`src/rtl/udp_tx_arbiter.sv`:
```
// ---------------------------------------------------------------------------
// udp_tx_arbiter
//
// Shares one UDP transmitter between NUM_REQ requesters. A round-robin
// arbiter picks a winner in IDLE, captures its payload and addressing, fires
// a single-cycle send strobe, then follows the transmitter's ready line
// through busy and back to idle. Each requester sees an ack when its payload
// is captured, a done when its frame has gone out, or an err when the
// transmitter never went busy after the strobe.
//
// Ports
//   clk          system clock
//   reset        synchronous reset, active-low
//   req          per-requester level request, held until ack
//   req_data     flattened payloads, requester i at [i*DATA_BYTES*8 +: DATA_BYTES*8]
//   req_ip_info  per-requester addressing
//   ack          one-cycle pulse: request accepted, payload captured
//   done         one-cycle pulse: frame transmission finished
//   err          one-cycle pulse: transmitter never went busy
//   tx_data      payload presented to the transmitter
//   tx_ip_info   addressing presented to the transmitter
//   tx_send      one-cycle send strobe
//   tx_ready     transmitter idle indicator
//   busy         high whenever the arbiter is not idle
//   grant_id     index of the current or most recent grant
// ---------------------------------------------------------------------------
package udp_tx_arbiter_pkg;

   typedef struct packed {
      logic [31:0] dst_ip;
      logic [15:0] src_port;
      logic [15:0] dst_port;
   } IPInfo;

endpackage

module udp_tx_arbiter
   import udp_tx_arbiter_pkg::*;
#(
   parameter int NUM_REQ       = 4,
   parameter int DATA_BYTES    = 8,
   parameter int START_TIMEOUT = 16
) (
   input  logic                            clk,
   input  logic                            reset,
   input  logic [NUM_REQ-1:0]              req,
   input  logic [NUM_REQ*DATA_BYTES*8-1:0] req_data,
   input  IPInfo                           req_ip_info [NUM_REQ],
   output logic [NUM_REQ-1:0]              ack,
   output logic [NUM_REQ-1:0]              done,
   output logic [NUM_REQ-1:0]              err,
   output logic [DATA_BYTES*8-1:0]         tx_data,
   output IPInfo                           tx_ip_info,
   output logic                            tx_send,
   input  logic                            tx_ready,
   output logic                            busy,
   output logic [$clog2(NUM_REQ)-1:0]      grant_id
);

   localparam int DW    = DATA_BYTES * 8;
   localparam int ID_W  = $clog2(NUM_REQ);
   localparam int SUM_W = ID_W + 1;
   localparam int CNT_W = $clog2(START_TIMEOUT);

   localparam logic [ID_W-1:0]  LAST_ID  = ID_W'(NUM_REQ - 1);
   localparam logic [CNT_W-1:0] CNT_LAST = CNT_W'(START_TIMEOUT - 1);

   typedef enum logic [1:0] {
      IDLE,
      LAUNCH,
      WAIT_BUSY,
      WAIT_DONE
   } state_t;

   state_t            state, state_next;
   logic [ID_W-1:0]   rr_ptr, rr_ptr_next;
   logic [CNT_W-1:0]  cnt, cnt_next;

   logic              win_valid;
   logic [ID_W-1:0]   winner;
   logic [SUM_W-1:0]  scan_sum;
   logic [ID_W-1:0]   scan_id;
   logic [ID_W-1:0]   grant_succ;
   logic [DW-1:0]     req_slice [NUM_REQ];

   logic [NUM_REQ-1:0] ack_next, done_next, err_next;
   logic [DW-1:0]      tx_data_next;
   IPInfo              tx_ip_info_next;
   logic               tx_send_next;
   logic               busy_next;
   logic [ID_W-1:0]    grant_id_next;

   // Unflatten the payload bus so the winner can be selected by index.
   always_comb begin
      for (int i = 0; i < NUM_REQ; i++) begin
         req_slice[i] = req_data[i*DW +: DW];
      end
   end

   // Round-robin search: first asserted request starting at rr_ptr, wrapping
   // modulo NUM_REQ (which need not be a power of two).
   // NOTE: every variable written in a combinational block gets a default at
   // the top, so no path leaves it unassigned and no latch is inferred.
   always_comb begin
      win_valid = 1'b0;
      winner    = '0;
      scan_sum  = '0;
      scan_id   = '0;
      for (int i = 0; i < NUM_REQ; i++) begin
         scan_sum = {1'b0, rr_ptr} + SUM_W'(i);
         if (scan_sum >= SUM_W'(NUM_REQ)) begin
            scan_sum = scan_sum - SUM_W'(NUM_REQ);
         end
         scan_id = scan_sum[ID_W-1:0];
         if (!win_valid && req[scan_id]) begin
            win_valid = 1'b1;
            winner    = scan_id;
         end
      end
   end

   // Pointer value that puts the just-served requester at lowest priority.
   assign grant_succ = (grant_id == LAST_ID) ? '0 : grant_id + ID_W'(1);

   // State register.
   // NOTE: sequential state uses non-blocking assignments so every register
   // samples the pre-edge values regardless of block ordering.
   always_ff @(posedge clk) begin
      if (!reset) begin
         state <= IDLE;
      end else begin
         state <= state_next;
      end
   end

   // Next-state logic.
   always_comb begin
      state_next = state;
      case (state)
         IDLE: begin
            // A transmitter still busy (e.g. from before a reset) is waited out.
            if (tx_ready && win_valid) state_next = LAUNCH;
         end
         LAUNCH: begin
            state_next = WAIT_BUSY;
         end
         WAIT_BUSY: begin
            if (!tx_ready)             state_next = WAIT_DONE;
            else if (cnt == CNT_LAST)  state_next = IDLE;
         end
         WAIT_DONE: begin
            if (tx_ready) state_next = IDLE;
         end
         default: state_next = IDLE;
      endcase
   end

   // Next values of the registered outputs and datapath.
   always_comb begin
      ack_next        = '0;
      done_next       = '0;
      err_next        = '0;
      tx_send_next    = 1'b0;
      busy_next       = (state_next != IDLE);
      grant_id_next   = grant_id;
      tx_data_next    = tx_data;
      tx_ip_info_next = tx_ip_info;
      rr_ptr_next     = rr_ptr;
      cnt_next        = cnt;
      case (state)
         IDLE: begin
            if (tx_ready && win_valid) begin
               grant_id_next    = winner;
               tx_data_next     = req_slice[winner];
               tx_ip_info_next  = req_ip_info[winner];
               ack_next[winner] = 1'b1;
            end
         end
         LAUNCH: begin
            // Payload was captured on the grant edge, so it has been stable
            // for a full cycle when the strobe rises.
            tx_send_next = 1'b1;
            cnt_next     = '0;
         end
         WAIT_BUSY: begin
            if (tx_ready) begin
               if (cnt == CNT_LAST) begin
                  err_next[grant_id] = 1'b1;
                  rr_ptr_next        = grant_succ;
                  cnt_next           = '0;
               end else begin
                  cnt_next = cnt + CNT_W'(1);
               end
            end
         end
         WAIT_DONE: begin
            if (tx_ready) begin
               done_next[grant_id] = 1'b1;
               rr_ptr_next         = grant_succ;
            end
         end
         default: ;
      endcase
   end

   // Registered outputs and datapath. Reset abandons any frame silently.
   always_ff @(posedge clk) begin
      if (!reset) begin
         ack        <= '0;
         done       <= '0;
         err        <= '0;
         tx_send    <= 1'b0;
         busy       <= 1'b0;
         grant_id   <= '0;
         tx_data    <= '0;
         tx_ip_info <= '0;
         rr_ptr     <= '0;
         cnt        <= '0;
      end else begin
         ack        <= ack_next;
         done       <= done_next;
         err        <= err_next;
         tx_send    <= tx_send_next;
         busy       <= busy_next;
         grant_id   <= grant_id_next;
         tx_data    <= tx_data_next;
         tx_ip_info <= tx_ip_info_next;
         rr_ptr     <= rr_ptr_next;
         cnt        <= cnt_next;
      end
   end

endmodule

```
`config.mk`:
```
export PLATFORM = sky130hd
export DESIGN_NAME = udp_tx_arbiter
export DESIGN_NICKNAME = d
export VERILOG_FILES = /design/src/rtl/udp_tx_arbiter.sv
export SDC_FILE = /design/constraint.sdc
export NUM_CORES = 1
export LEC_CHECK = 0
export CAP_MARGIN = 20
export CORE_AREA = 5 5 251 253
export CTS_CLUSTER_DIAMETER = 150
export CTS_CLUSTER_SIZE = 40
export DETAILED_ROUTE_END_ITERATION = 8
export DIE_AREA = 0 0 256 258
export GPL_ROUTABILITY_DRIVEN = 0
export PLACE_DENSITY_LB_ADDON = 0.15
export SLEW_MARGIN = 20
export SYNTH_ARGS = -nofsm -noshare
export SYNTH_HDL_FRONTEND = slang
export SYNTH_SLANG_ARGS = --single-unit
```
`constraint.sdc`:
```
create_clock -name clk -period 2.95 [get_ports clk]
set_input_delay 0.295 -clock clk [delete_from_list [all_inputs] [get_ports clk]]
set_output_delay 0.295 -clock clk [all_outputs]
set_load 0.02 [all_outputs]
```
* After elaboration in Yosys (flattened, before gate mapping)
Index checks and enable logic that the tools add are counted.
** Storage, ports and cells
- Register bits :: 152
- Input port bits :: 519
- Output and inout bits :: 144
- Word-level logic and storage cells :: 107
** Cells by class
- Add/subtract/negate cells :: 9
- Order comparisons :: 13
- Equal/unequal tests :: 8
- Muxes and demuxes :: 44
- Bitwise operators :: 1
- Reduce and logical (&&, ||, !) cells :: 19
** Operators with widths (count)
- 64-bit binary-select mux with 2-bit select :: 2
- 64-bit 2-to-1 mux :: 4
- 2-bit 2-to-1 mux :: 16
- 2-bit by 3-bit less-than comparator with 1-bit output (second input constant) :: 6
- 3-bit greater-or-equal comparator (second input constant) :: 4
- 1-bit 2-to-1 mux :: 11
- 1-bit binary-select mux with 2-bit select :: 4
- 4-bit 2-to-1 mux :: 2
- 2-bit one-hot mux with 4 select lines :: 1
- 4-bit one-hot mux with 2 select lines :: 1
- 4-bit AND reduction :: 2
- 2-bit by 1-bit subtractor with 2-bit output (second input constant) :: 4
- 2-bit by 2-bit adder with 3-bit output (second input constant) :: 2
- 2-bit == test (second input constant) :: 3
- 1-bit logical AND :: 6
- 2-bit inequality test (second input constant) :: 3
- 3-bit AND reduction :: 2
- 2-bit nonzero test :: 3
- 4-bit by 1-bit adder with 4-bit output (second input constant) :: 1
- 1-bit demux with 2-bit select :: 2
- 4-bit == test (second input constant) :: 1
- 2-bit by 1-bit greater-or-equal comparator with 1-bit output (second input constant) :: 2
- 2-bit one-hot mux with 2 select lines :: 1
- 2-bit AND reduction :: 2
- other kinds (7) :: 9

* Longest topological paths before layout
- Depth in word-level cells :: 18
- Mapped depth :: 9
- Gate-level depth less buffers :: 6

* Worst setup path before layout
OpenSTA, ideal clock, no wires.
- Kind :: in2reg
- From :: input port req[2]
- To :: register tx_ip_info[23] in the netlist's numbering
- Library setup time :: 128 ps
- Data arrival time :: 1794 ps
- Data required time :: 2822 ps
- Path slack :: 1028 ps
- Stages on the path :: 9
- Buffers on the path :: 4
- Cells stage by stage :: buf_2 > nor2b_4 > or4_1 > buf_2 > buf_6 > buf_2 > and3_1 > o21ai_1 > a21oi_1
** Between the ends
- Longest elaborated chain between the ends :: 16
- Elaborated cells between the ends (all ways) :: 28
- Those cells by class :: mux: 19; bitwise: 1; reduce/logical: 8
** RTL lines
- start, declared :: RTL line 46 : input logic [NUM_REQ-1:0] req,
- 1-bit binary-select mux with 2-bit select :: RTL line 115 : if (!win_valid && req[scan_id]) begin
- 1-bit 2-to-1 mux (not written as such) :: RTL line 115
- 1-bit 2-to-1 mux :: RTL line 115
- 1-bit logical NOT :: RTL line 115
- 1-bit logical AND :: RTL line 115
- 1-bit 2-to-1 mux :: RTL line 115
- 1-bit logical NOT :: RTL line 115
- 1-bit logical AND :: RTL line 115
- 1-bit 2-to-1 mux :: RTL line 115
- 1-bit logical NOT :: RTL line 115
- 1-bit logical AND :: RTL line 115
- 2-bit 2-to-1 mux :: RTL line 115
- 2-bit inverter with 3-bit output (not written as such) :: RTL line 175 : tx_ip_info_next = req_ip_info[winner];
- 64-bit binary-select mux with 2-bit select :: RTL line 175
- 64-bit 2-to-1 mux (not written as such) (2 in series) :: RTL line 175
- end signal, assigned :: RTL line 227 : tx_ip_info <= tx_ip_info_next;
- end, declared :: RTL line 53 : output IPInfo tx_ip_info,
Several ways; a longest one is shown, not always the timed one. The select of a mux whose other input is x is not followed.
A chain may end at the register's enable or synchronous reset.

* Worst setup path after layout
- From :: register rr_ptr[1]
- To :: register tx_data[23]
** Between the ends
- Longest elaborated chain between the ends :: 18
- Elaborated cells between the ends (all ways) :: 43
- Those cells by class :: add/sub: 7; order compare: 4; mux: 23; bitwise: 1; reduce/logical: 8
** RTL lines
- start, declared :: RTL line 76 : logic [ID_W-1:0] rr_ptr, rr_ptr_next;
- start signal, assigned :: RTL line 228 : rr_ptr <= rr_ptr_next;
- branches (longest 18 deep; another with 2-bit by 1-bit adder with 3-bit output)
- end signal, assigned :: RTL line 226 : tx_data <= tx_data_next;
- end, declared :: RTL line 52 : output logic [DATA_BYTES*8-1:0] tx_data,
Parallel ways; which one is timed is not known. The select of a mux whose other input is x is not followed.

==> impl_metrics.csv <==
group,metric,value,unit
timing,tightest_slew,0.788,ns
logic_synthesis,synth_cell_types,41,
place,io_buffers,662,
layout,drive_above_1_share,4.43,%
logic_synthesis,yosys.area_share.adder,0.667,%
min_path,min_path_cells,3,
place,hpwlAfterDp,43600,µm
logic_synthesis,synth_simple_gate_area_share,12.8,%
setup_path,crit_path_start,"rr_ptr[1]",
logic_synthesis,synth_edf_count,0,
routing,routed_via_density,4.68,
setup_path,arrival,2.72,ns
layout,fin_cells,2556,
floorplanning,die-width,256,µm
setup_path,crit_fanout,124,
cts,clockBufferDepth,2,
floorplanning,core,60800,µm²
global_routing,first_global_vias,12400,
logic_synthesis,synth_xor_xnor_area_share,0,%
floorplanning,fp.dieH,258,µm
min_path,holdPathEnd,"tx_data[41]",
layout,layout_commonest_cell,"clkdlybuf4s50_1",
cts,clk_pin_slew,0.07,ns
cts,cts_hold_buf,0,
place,dp.cells,2521,
layout,finalNetCount,2274,
timing,final.setup_skew,0.0147,ns
logic_synthesis,synthMuxAreaShare,0.107,%
logic_synthesis,syn_nets,1715,
cts,worst_skew_pair.late_latency,0.48,ns
global_routing,grt_max_degree,125,
floorplanning,pin_count,663,
timing,rsz0062_at_grt,"no",
layout,final_cell_mix,"clkdlybuf4s50_1, dfxtp_1, o21ai_0, and3_1, o21ai_1",
logic_synthesis,synth.cell_area,9380,µm²
power,p_total,7140,µW
global_routing,overflow,0,
timing,tns,0,ns
cts,clockRootBuffer,"clkbuf_16",
setup_path,end_kind,"flop",
floorplanning,rows,91,
cts,post_cts_buffers,0,
timing,maxSlewHeadroom,47.0,%
logic_synthesis,synth_top_family_by_area,"compound AO/OA/AOI/OAI gates",
timing,finalMaxSlewViolations,0,
timing,whs,0.289,ns
setup_path,rr_worst_depth,6,
timing,min_period,2.32,ns
logic_synthesis,yosysSeqAreaShare,32.5,%
cts,tritoncts,"built",
power,irDropWorstVdd,0.415,mV
setup_path,r2r_slack,0.63,ns
timing,finalSetupViolCount,0,
setup_path,worst_setup_path_start_kind,"flop",
routing,drt_pre_antenna_iters,5,
routing,wl_per_cell,23.0,µm
layout,num-fill-cells,6566,
cts,cts_buffers,17,
logic_synthesis,syn_inst,1191,
routing,antenna_left,0,
global_routing,antenna_found_initial,9,
min_path,worstHoldStart,"reset",
cts,cts_num_sinks,152,
logic_synthesis,synth_ff_type,"dfxtp_1",
logic_synthesis,avgSynthCellArea,7.87,µm²
logic_synthesis,yosysWarnings,0,
setup_path,worstReg2RegEnd,"tx_data[23]",
timing,fin_ws,0.629,ns
global_routing,grt_pass1_wl,84200,µm
cts,cts_resized,0,
layout,area_growth,84.0,%
logic_synthesis,synthArstFlopShare,0,%
global_routing,grt.total_usage,16.8,%
timing,fmax,0.431,GHz
floorplanning,die_area,66000,µm²
min_path,hold_class,"input pin to flop",
timing,min_period_over_period,78.7,%
power,power_leakage,0.00617,µW
logic_synthesis,synth.ff_latch_count,152,
power,cellPowerDensity,414,nW/µm²
routing,drc,0,
routing,vias,12000,
routing,routed_wl,58800,µm
timing,finalHoldViolations,0,
cts,h-tree-depth,4,
setup_path,cp.required,3.35,ns
place,pre_cts_slack,0.295,ns
logic_synthesis,synth_compound_area_share,45.2,%
routing,drt_iter0_markers,510,
status,status,"completed",
setup_path,r2r_start,"rr_ptr[1]",
floorplanning,initial_core_util,15.4,%
flow_run,maxCapViolations,0,
setup_path,path_class,"flop to flop",
synthesized netlist by cell type (all sizes together) (2+ instances only):
library cell	n	area (µm²)
o32ai	2	17.5
clkbuf	111	417
and2	14	87.6
nand3	21	105
or3	2	12.5
nor3	5	25.0
a21boi	129	998
nand2	10	37.5
a41oi	17	149
or4	2	15.0
nor4	2	12.5
a221oi	111	972
ha	5	62.6
buf	41	373
o21ai	260	1300
nor2b	4	32.5
a21oi	122	611
dfxtp	152	3040
a211oi	2	15.0
inv	9	33.8
a31oi	17	106
nor2	12	45.0
and3	129	807
nand2b	2	12.5
layer usage:
layer	share of wire, %	global-route usage (%)	vias to the layer above
met1	39	18.9	5757
met3	7.4	5.77	52
met5	0.10	0	-
met4	1.9	4.92	10
li1	-	-	5695
met2	52	30.1	441
kinds of logic after synthesis:
group	count (synthesis)
AOI/OAI and AO/OA	668
and+or+nand+nor	204
buffers and inverters	161
DFF	152
adders and majority gates	5
muxes	1
worst max path at each step:
stage / slack (ns) / endpoint / depth (start not counted)
2_1_floorplan: 1.03 / tx_ip_info[23] / 9
3_3_place_gp: 0.30 / tx_ip_info[39] / 7
5_1_grt: 0.57 / tx_ip_info[61] / 6
6_report: 0.63 / tx_data[23] / 6
3_5_place_dp: 0.29 / tx_ip_info[6] / 7
4_1_cts: 0.71 / tx_ip_info[29] / 7
state kept, by name (all words and copies together), names as in the netlist:
register and cells:
state 2, busy 1, grant_id 2, tx_ip_info 64
tx_send 1, ack 4, err 4, cnt 4
done 4, rr_ptr 2, tx_data 64
power by group:
| group | switching, µW | leakage (µW) | internal, µW | total (µW) |
|---|---|---|---|---|
| logic | 1180 | 0.00465 | 1310 | 2490 |
| registers | 107 | 0.00125 | 2250 | 2360 |
| clock network | 1030 | 0.000266 | 1270 | 2290 |
| total | 2310 | 0.00617 | 4830 | 7140 |
area by class of cell:
type | instances | area (µm²) | area share, %
flip-flops and latches | 152 | 3040 | 17.6
inverters | 9 | 33.8 | 0.196
multi-input cells | 878 | 5550 | 32.2
repair buffers | 692 | 7050 | 40.9
clock inverters | 10 | 121 | 0.704
diodes | 4 | 10.0 | 0.0580
clock buffers | 21 | 450 | 2.61
well taps | 790 | 988 | 5.73
stage by stage:
stage,cell area (µm²),utilization (%)
detailed placement,16700,27.4
CTS,17200,28.3
finish,17200,28.4
global placement,16700,27.4
floorplan,9380,-
global route,17200,28.4
critical path, stage by stage, from the launching register on:
cell	delay (ns)
dfxtp_1	0.53
inv_2	0.11
or4_4	0.59
buf_12	0.22
a21boi_1	0.34
o21ai_1	0.12
a21oi_1	0.16
Note: power is estimated with default switching activity, not from simulation.
==> RTL edit, RTL diff (config.mk and constraints unchanged) <==
The parameter `DATA_BYTES` goes from 8 to 9. Comments in the files are not updated.
--- a/src/rtl/udp_tx_arbiter.sv
+++ b/src/rtl/udp_tx_arbiter.sv
@@ -38,7 +38,7 @@
    import udp_tx_arbiter_pkg::*;
 #(
    parameter int NUM_REQ       = 4,
-   parameter int DATA_BYTES    = 8,
+   parameter int DATA_BYTES    = 9,
    parameter int START_TIMEOUT = 16
 ) (
    input  logic                            clk,
Ports: changed (resized req_data and tx_data); port bits go from 663 to 703. No check against the original RTL was run, so the function may have changed too.
==> RTL edit against the unedited design <==
- synthesized area increased by 3.3%
- routed wire length is 7.3% higher
- worst setup slack got worse by 310 ps
- sequential cell count rose by 8
- non-clock buffer count grew 37
- total power increased by 4.0%
- critical path depth is the same
- global-route usage up 1.3 points
- cell area rose by 4.4%
- critical path type unchanged
==> RTL edit: results (changes against the unedited design) <==
stage,metric,value,unit,change
worst_setup_path,critPathCapture,tx_ip_info[20],,
power_and_ir_drop,combinationalPower,0.00262,W,+5%
logic_synthesis,yosys.area_share.adder,0.6460,%,-0.021 points
final_layout,final_nets,2401,,+5.6%
power_and_ir_drop,total_leakage_power,6.422,nW,+4.1%
worst_setup_path,critPathMaxFanout,101,,-19%
routing,vias_per_cell,4.810,,+2.8%
routing,wl,63.11,mm,+7.3%
final_layout,drive_gt1_share,3.767,%,-0.66 points
worst_setup_path,reg2reg_slack,320,ps,-310 ps
placement,place_area,0.01743,mm2,+4.6%
logic_synthesis,synthTopCellsByCount,"160 x dfxtp_1, 139 x o21ai_0, 138 x clkbuf_1, 137 x and3_1, 137 x o21ai_1",,
placement,hpwl,46.24,mm,+6.0%
global_routing,antenna_found_initial,12,,+3
logic_synthesis,syn-num-nets,1812,,+5.7%
global_routing,grt_max_degree,154,,+23%
logic_synthesis,muxShareOfSynthArea,0.1034,%,-0.0034 points
sta,skew,10.06,ps,-4.643 ps
sta,tightest_slew,1075,ps,+287.3 ps
power_and_ir_drop,ir_worst_vdd,0.4230,mV,+2.0%
worst_setup_path,max_stage_delay,610,ps,+20 ps
worst_setup_path,cpMaxStageDelayCell,a21boi_0,,
placement,place_inst,2616,,+3.8%
outcome,outcome,"finished, final reports clean",,
global_routing,grt_pass1_wl,90.67,mm,+7.7%
logic_synthesis,synth_area_per_cell,7.710,um2,-2.0%
routing,drt_iter0_drc,670,,+31%
worst_setup_path,reg2reg_depth,6,,unchanged
power_and_ir_drop,p_seq,0.00251,W,+6%
logic_synthesis,ys_seq_area_share,33.07,%,+0.62 points
worst_setup_path,arrival,3040,ps,+320 ps
global_routing,grt.total_usage,18.10,%,+1.3 points
logic_synthesis,yosysUniqueCellTypes,43,,+4.9%
final_layout,final_cell_count_no_fill,2652,,+3.8%
logic_synthesis,synth.area.top_cells,"dfxtp_1 33%, a221oi_1 11%, and3_1 8.9%, o21ai_0 7.2%, o21ai_1 7.1%",,
power_and_ir_drop,power.net_switching,0.002488,W,+7.7%
global_routing,grt_pass1_vias,13080,,+5.6%
routing,firstDrtPassIters,5,,unchanged
## RTL edit: cell types whose count changed after synthesis, sizes merged, moves of 8 or more
cell / before / now
and3: 129 / 137
dfxtp: 152 / 160
buf: 41 / 21
a21boi: 129 / 137
clkbuf: 111 / 138
o21ai: 260 / 276
## RTL edit: how the worst min path moves through the flow
stage                   from              to  slack, ps
6_report               reset  tx_ip_info[32]        340
5_1_grt                reset  tx_ip_info[39]        330
4_1_cts                reset     tx_data[64]        300
3_5_place_dp     grant_id[1]     grant_id[1]        520
3_3_place_gp     grant_id[1]     grant_id[1]        510
2_1_floorplan  req_data[154]     tx_data[10]        450
## RTL edit: per-stage QoR
step	hold WS [ps]	power, W	worst slack, ps
3_3_place_gp	509.5	0.005186	-17.36
5_1_grt	331.6	0.007798	255.8
3_5_place_dp	519.3	0.005193	-68.63
6_report	338.7	0.007429	322.9
2_1_floorplan	449.5	0.003578	1004
4_1_cts	301.3	0.007593	352.5
## RTL edit: cell families (layout without fill, tap and decap cells)
| kind of cell | count (synthesis) | count (layout) |
|---|---|---|
| AOI/OAI and AO/OA | 708 | 708 |
| adders and majority gates | 5 | 5 |
| buffers and inverters | 168 | 770 |
| DFF | 160 | 160 |
| muxes | 1 | 1 |
| other | 0 | 4 |
| and+or+nand+nor | 214 | 214 |
## RTL edit: area by class of cell
type	instances	area [um2]
inverters	9	33.78
flip-flops and latches	160	3203
well taps	790	988.4
repair buffers	729	7377
diodes	4	10.01
clock buffers	19	442.9
clock inverters	13	130.1
fillers	6586	42790
multi-input cells	928	5824
## RTL edit: per-layer routing
layer | global-route usage [%] | vias up | share of wire (%)
li1 | - | 6028 | -
met1 | 20.44 | 6088 | 39
met2 | 32.30 | 569 | 50
met3 | 6.932 | 59 | 8.9
met4 | 4.378 | 12 | 1.7
met5 | 0 | - | 0.14
